$ cat src/rtl/open_list_issue_ctrl.sv
// Issue front-end for the systolic min-first open list: arbitrates push/pop requests,
// merges them into replace commands, and paces queue commands by ISSUE_GAP cycles.
module open_list_issue_ctrl #(
  parameter int unsigned DATA_WIDTH = 32,
  parameter int unsigned CAPACITY   = 8,
  parameter int unsigned ISSUE_GAP  = 4
) (
  input  logic                               CLK,
  input  logic                               RST,
  input  logic                               i_push_valid,
  input  logic [DATA_WIDTH-1:0]              i_push_data,
  output logic                               o_push_ready,
  input  logic                               i_pop_valid,
  output logic                               o_pop_ready,
  output logic                               o_res_valid,
  output logic [DATA_WIDTH-1:0]              o_res_data,
  output logic                               o_q_wrt,
  output logic                               o_q_read,
  output logic [DATA_WIDTH-1:0]              o_q_node_f,
  input  logic                               i_q_full,
  input  logic                               i_q_empty,
  input  logic [DATA_WIDTH-1:0]              i_q_node_f,
  output logic [$clog2(CAPACITY+1)-1:0]      o_count,
  output logic                               o_sync_err
);

  localparam int unsigned CntW = $clog2(CAPACITY + 1);
  localparam logic [CntW-1:0] CapCnt = CntW'(CAPACITY);
  localparam logic [3:0] GapInit = 4'(ISSUE_GAP - 1);

  typedef enum logic [0:0] {StIdle, StBusy} state_e;

  state_e                state_q, state_d;
  logic [3:0]            gap_q, gap_d;
  logic [CntW-1:0]       count_q, count_d;
  logic                  q_wrt_q, q_wrt_d;
  logic                  q_read_q, q_read_d;
  logic [DATA_WIDTH-1:0] node_f_q, node_f_d;
  logic                  res_valid_q, res_valid_d;
  logic [DATA_WIDTH-1:0] res_data_q, res_data_d;
  logic                  sync_err_q, sync_err_d;

  logic is_idle, cnt_zero, cnt_full;
  logic push_ready, pop_ready, push_acc, pop_acc;

  // State register
  always_ff @(posedge CLK or posedge RST) begin
    if (RST) begin
      state_q <= StIdle;
      gap_q   <= '0;
    end else begin
      state_q <= state_d;
      gap_q   <= gap_d;
    end
  end

  // Next-state logic
  always_comb begin
    state_d = state_q;
    gap_d   = gap_q;
    unique case (state_q)
      StIdle: begin
        if (push_acc || pop_acc) begin
          state_d = StBusy;
          gap_d   = GapInit;
        end
      end
      StBusy: begin
        if (gap_q <= 4'd1) begin
          state_d = StIdle;
          gap_d   = '0;
        end else begin
          gap_d = gap_q - 4'd1;
        end
      end
      default: begin
        state_d = StIdle;
        gap_d   = '0;
      end
    endcase
  end

  // Output logic: readies only in IDLE; a full queue still accepts a push merged with a pop
  always_comb begin
    is_idle    = (state_q == StIdle);
    cnt_zero   = (count_q == '0);
    cnt_full   = (count_q == CapCnt);
    push_ready = is_idle && (!cnt_full || (i_pop_valid && !cnt_zero));
    pop_ready  = is_idle && !cnt_zero;
    push_acc   = i_push_valid && push_ready;
    pop_acc    = i_pop_valid && pop_ready;
  end

  assign o_push_ready = push_ready;
  assign o_pop_ready  = pop_ready;

  // Command, result and occupancy datapath
  always_comb begin
    count_d = count_q;
    if (push_acc && !pop_acc) begin
      count_d = count_q + CntW'(1);
    end else if (pop_acc && !push_acc) begin
      count_d = count_q - CntW'(1);
    end
    q_wrt_d     = push_acc;
    q_read_d    = pop_acc;
    node_f_d    = push_acc ? i_push_data : node_f_q;
    res_valid_d = pop_acc;
    res_data_d  = pop_acc ? i_q_node_f : res_data_q;
    // Flags are only trusted once the array has settled, i.e. in IDLE
    sync_err_d  = sync_err_q ||
                  (is_idle && ((cnt_full != i_q_full) || (cnt_zero != i_q_empty)));
  end

  always_ff @(posedge CLK or posedge RST) begin
    if (RST) begin
      count_q     <= '0;
      q_wrt_q     <= 1'b0;
      q_read_q    <= 1'b0;
      node_f_q    <= '0;
      res_valid_q <= 1'b0;
      res_data_q  <= '0;
      sync_err_q  <= 1'b0;
    end else begin
      count_q     <= count_d;
      q_wrt_q     <= q_wrt_d;
      q_read_q    <= q_read_d;
      node_f_q    <= node_f_d;
      res_valid_q <= res_valid_d;
      res_data_q  <= res_data_d;
      sync_err_q  <= sync_err_d;
    end
  end

  assign o_count     = count_q;
  assign o_q_wrt     = q_wrt_q;
  assign o_q_read    = q_read_q;
  assign o_q_node_f  = node_f_q;
  assign o_res_valid = res_valid_q;
  assign o_res_data  = res_data_q;
  assign o_sync_err  = sync_err_q;

endmodule

$ cat config.mk
export PLATFORM = sky130hd
export DESIGN_NAME = open_list_issue_ctrl
export DESIGN_NICKNAME = d
export VERILOG_FILES = /design/src/rtl/open_list_issue_ctrl.sv
export SDC_FILE = /design/constraint.sdc
export NUM_CORES = 1
export LEC_CHECK = 0
export CORE_MARGIN = 2
export CORE_UTILIZATION = 38
export DETAILED_ROUTE_END_ITERATION = 10
export PLACE_DENSITY_LB_ADDON = 0.25
export SLEW_MARGIN = 40
export SYNTH_ARGS = -nofsm -noshare
export SYNTH_HDL_FRONTEND = slang
export SYNTH_SLANG_ARGS = --single-unit
$ cat constraint.sdc
create_clock -name CLK -period 2.2 [get_ports CLK]
set_input_delay 0.44 -clock CLK [delete_from_list [all_inputs] [get_ports CLK]]
set_output_delay 0.44 -clock CLK [all_outputs]
set_load 0.02 [all_outputs]
### Word level (Yosys, flattened, before mapping)

Index checks and enable logic that the tools add are counted.

* flip-flop bits (word level): 76
* bits of input ports: 70
* word-level logic and storage cells: 43

* add/subtract/negate cells: 3
* order comparisons: 1
* equal/unequal tests: 4
* muxes and demuxes: 8
* bitwise operators: 1
* reductions and logical operators: 18

Operators by type and width (number)
* 4-bit 2-to-1 mux: 4
* 1-bit logical AND: 8
* 4-bit case mux with 2 select lines: 1
* 4-bit by 1-bit subtractor with 4-bit output (second input constant): 2
* 4-bit by 1-bit adder with 4-bit output (second input constant): 1
* 4-bit == test (second input constant): 1
* 4-bit by 1-bit less-or-equal comparator with 1-bit output (second input constant): 1
* 1-bit zero test: 4
* 4-bit zero test: 1
* 1-bit logical OR: 4
* 1-bit 2-to-1 mux: 2
* 1-bit inequality test: 2
* 2-bit by 1-bit inequality test with 1-bit output (second input constant): 1
* 1-bit case mux with 2 select lines: 1
* 2-bit nonzero test: 1
* 1-bit inverter: 1

### Longest topological paths before layout

* depth in word-level cells: 10
* mapped depth: 12
* gate-level depth less buffers: 10

### Worst setup path after synthesis

OpenSTA, ideal clock, no wires.

* path type: register to register
* start point: register count_q[0] (netlist: o_count[0])
* end point: register count_q[3] (netlist: o_count[3])
* arrival time: 2.644 ns
* data required time: 2.068 ns
* setup slack: -0.576 ns
* stages on the path, launching flop included: 13
* clock period less this slack: 2.776 ns
* cell sequence: dfrtp_1 > nor3_2 > a31oi_1 > and2_1 > buf_6 > buf_12 > ha_1 > inv_1 > ha_1 > a21oi_1 > and3_1 > o21ai_0 > xnor2_1

* cells in the longest elaborated chain, start to end: 9

Ends and longest elaborated chain
* start: declaration: RTL line 35 `logic [CntW-1:0] count_q, count_d;`
* start signal: assignment: RTL line 125 `count_q <= count_d;`
* 4-bit zero test: RTL line 86 `cnt_zero = (count_q == '0);`
* 1-bit zero test: RTL line 88 `push_ready = is_idle && (!cnt_full || (i_pop_valid && !cnt_zero));`
* 1-bit logical AND: RTL line 88
* 1-bit logical OR (*): RTL line 88
* 1-bit logical AND (*): RTL line 88
* named net o_push_ready: RTL line 12 `output logic o_push_ready,`
* 1-bit logical AND (*): RTL line 90 `push_acc = i_push_valid && push_ready;`
* named net push_acc: RTL line 44 `logic push_ready, pop_ready, push_acc, pop_acc;`
* 1-bit zero test: RTL line 102 `end else if (pop_acc && !push_acc) begin`
* 1-bit logical AND: RTL line 102
* 2-bit nonzero test (no source line)

The timed path passes the listed nets; every way through them passes the cells marked *. The select of a mux whose other input is x is not followed.
A chain may end at the register's enable or synchronous reset.

### Worst setup path after layout

* start point: register count_q[0] (netlist: o_count[0])
* end point: register count_q[3] (netlist: o_count[3])

* cells in the longest elaborated chain, start to end: 9

Ends and longest elaborated chain (RTL line)
* 4-bit zero test: 86
* 1-bit zero test: 88, 89
* 1-bit logical AND: 88
* 1-bit logical OR: 88
* 1-bit logical AND: 88
* 1-bit logical AND: 90
* 1-bit zero test: 102
* 1-bit logical AND: 102
* 2-bit nonzero test (no source line)

Several ways; a longest one is shown, not always the timed one. The select of a mux whose other input is x is not followed.

==> impl_metrics.ini <==
[worst_setup_path]
rr_startpoint = o_count[0]
path_cells = buf_6 > nor3_4 > a31oi_4 > and2_4 > ha_4 > inv_6 > ha_4 > a21oi_4 > and3_1 > o21ai_1 > xnor2_1
start_kind = register
cp_max_fo = 5
reg2reg_depth = 11
crit_top_cell = ha_4
worstPathRequired_ps = 2430
startpoint = o_count[0]
crit_path_end_kind = register
crit_type = reg2reg
slowest_delay_ps = 420
critPathSlowestCell = dfrtp_2
regToRegEndpoint = o_count[3]
cp.arrival_ps = 2340
rrSetupSlack_ps = 100

[route]
wl_met2_microns = 3415
m1WireLength_microns = 2999
drc = 0
routed_wl_microns = 7024
dr_wl_met3_microns = 519
first_iter_violations = 50
num_vias = 2152
viasPerCell = 4.521
postRouteAntennaNets = 0
drt_pass1_iterations = 3
wl_per_cell_microns = 14.76
routed.top_layer = met4

[pwr]
sequentialPowerShare = 0.318
leakagePower_nw = 2.146
powerDensity_nw_per_um2 = 1554
p_clk_frac = 0.132
power.internal_mw = 5.060
ir_drop_v = 0.0008320
combPwrFrac = 0.551
swShare = 0.3598
switching_power_mw = 2.844

[clock_network]
clock_latency_ps = 340
numCtsBuffers = 9
htreeDepth = 3
cts_buffer_depth = 2
cts_tree = done
cts_hold_buf = 0
cts_root_buf = clkbuf_8
clk_pin_slew_ps = 80
numClockSinks = 76

[finish]
num-nets-final = 443
n_antenna_cell = 0
syn2layout_area_growth_pct = 59.29
drive_above_1_share = 0.3073

[timing]
hold_violations = 0
period_share = 0.9560
slew_headroom = 0.6358
min_period_ps = 2103
setup_ws_ps = 96.70
max_freq_ghz = 0.4754
setup_viol = 0
skew_ps = 5.577
finalMaxSlewViolations = 0
hold_ws_ps = 481.7
worst_slew_pin_slew_ps = 541.7
rsz0062_at_grt = true

[global_routing]
grt_use_total = 0.1567
grt_overflow = 0
grt_first_pass_wirelength_microns = 10750
grt_antenna_before_repair = 0
grt_pass1_vias = 2086
grt_max_degree = 42

[logic_synthesis]
synth_cell_types = 33
syn_area_sq_um = 3193
syn-num-nets = 280
synthArstFlopShare = 1.000
synth_edf_count = 0
synthFlopType = dfrtp_1
syn_avg_cell_area_sq_um = 15.73
ys_ff_latch = 76
ys_seq_area_frac = 0.5956
ys_warn_count = 0
syn_inst = 203

[die]
rows = 33
die_h_microns = 95.67
die_width_microns = 95.67
dieArea_sq_um = 9152
io_pins = 144
coreArea_sq_um = 8175
start_util = 0.3906

[worst_hold_path]
hold_depth = 1
holdPathEnd = o_sync_err
hp-start = o_sync_err
hp-class = reg2reg

[placed_design]
hpwlAfterDp_microns = 5097
portBuffers = 143
place.gp.congestion = 0.6722
place_ws_ps = -331.0

[status]
status = complete, no violations

[run]
maxCapViolations = 0
[cells in the mapped netlist, types with 2 or more instances]
master,n,area [sq um]
a21o_1,2,15.01
a21oi_1,4,20.02
a31oi_1,2,12.51
buf_12,3,60.06
buf_2,3,15.01
dfrtp_1,76,1902
ha_1,6,75.07
inv_1,7,26.28
mux2_2,37,416.7
mux2_4,28,420.4
nand2_1,2,7.510
nor2_1,4,15.01
nor2b_1,2,12.51
nor3_1,2,10.01
nor3_2,2,20.02
o21ai_0,5,25.02
xnor2_1,2,17.52
[worst max-delay path, delay by kind of cell, from the launching register on]
| family | cells | cell delay, ps |
|---|---|---|
| buffers and inverters | 2 | 210 |
| XOR/XNOR | 1 | 120 |
| adder cells (fa/ha/maj) | 2 | 370 |
| AO/OA/AOI/OAI | 3 | 320 |
| AND/OR/NAND/NOR | 3 | 560 |
| flip-flops | 1 | 420 |
[how the worst max path moves through the flow]
stage | end | cells past startpoint
5_1_grt | o_count[3] | 11
6_report | o_count[3] | 11
2_1_floorplan | o_count[3] | 12
3_5_place_dp | o_count[3] | 11
3_3_place_gp | o_count[3] | 11
4_1_cts | o_count[3] | 11
[layout by cell type (no fill, tap or decap), types with 2 or more instances in the layout]
| cell type | Yosys | layout |
|---|---|---|
| clkdlybuf4s50_1 | 0 | 141 |
| dfrtp_1 | 76 | 73 |
| mux2_2 | 37 | 37 |
| mux2_4 | 28 | 28 |
| buf_4 | 1 | 16 |
| clkbuf_8 | 0 | 9 |
| inv_1 | 7 | 4 |
| nor2_1 | 4 | 4 |
| o21ai_0 | 5 | 4 |
| clkinvlp_4 | 0 | 4 |
| ha_1 | 6 | 4 |
| a21oi_1 | 4 | 3 |
| dfrtp_2 | 0 | 3 |
| nor3_4 | 0 | 2 |
| xnor2_1 | 2 | 2 |
| a21o_1 | 2 | 2 |
| nor2b_1 | 2 | 2 |
| inv_6 | 0 | 2 |
| nand2_1 | 2 | 2 |
| nor3_1 | 2 | 2 |
| ha_4 | 0 | 2 |
| clkbuf_1 | 1 | 2 |
[through the flow]
| stage | TNS [ps] | area (sq um) | power [mW] | instances | utilization |
|---|---|---|---|---|---|
| floorplan | -390.8 | 3249 | 4.941 | 203 | - |
| detailed placement | -1187 | 4857 | 6.841 | 459 | 0.5941 |
| global placement | -931.1 | 4857 | 6.761 | 459 | 0.5941 |
| global route | -12.30 | 5086 | 8.398 | 476 | 0.6221 |
| finish | 0 | 5086 | 7.904 | 476 | 0.6221 |
| CTS | 0 | 5051 | 7.938 | 475 | 0.6178 |
[final cells by class]
type                    instances  area [sq um]
clock buffers                  11         131.4
clock inverters                 5         61.31
fillers                       617          3089
inverters                       7         35.03
multi-input cells             111          1245
flip-flops and latches         76          1906
well taps                     105         131.4
repair buffers                161          1577
[registers in the layout, indices dropped and copies added (netlist names)]
signal	count
gap_q	4
o_count	4
o_q_node_f	32
o_q_wrt	1
o_res_data	32
o_res_valid	1
o_sync_err	1
state_q	1
[cell families (layout without fill, tap and decap cells)]
group / after synthesis / after routing / synth area share
buffers and inverters: 16 / 184 / 0.03879
DFF: 76 / 76 / 0.5956
muxes: 65 / 65 / 0.2621
AOI/OAI and AO/OA: 17 / 17 / 0.03174
and+or+nand+nor: 19 / 19 / 0.03370
adders and majority gates: 7 / 7 / 0.02978
xor gates and xnor gates: 3 / 3 / 0.008230
[routing by layer]
layer,up-vias,track usage
li1,1036,-
met1,1032,0.1974
met2,76,0.2500
met3,8,0.06087
met4,0,0.04643
met5,-,0
[timing repair]
item | 4_1_cts | 5_1_grt
endpoints found under the setup margin | 3 | 2
gates resized for setup | 4 | 8
pin swaps | 0 | 6
setup buffers | 0 | 1
[power groups by stage]
stage / sequential [mW] / combinational [mW] / clock, mW
final: 2.51 / 4.35 / 1.04
after global routing: 2.61 / 4.62 / 1.16
after detailed placement: 2.54 / 4.30 / 0
after CTS: 2.51 / 4.33 / 1.10
after global placement: 2.50 / 4.26 / 0
after floorplan: 3.35 / 1.59 / 0
Note: power is estimated with default switching activity, not from simulation.
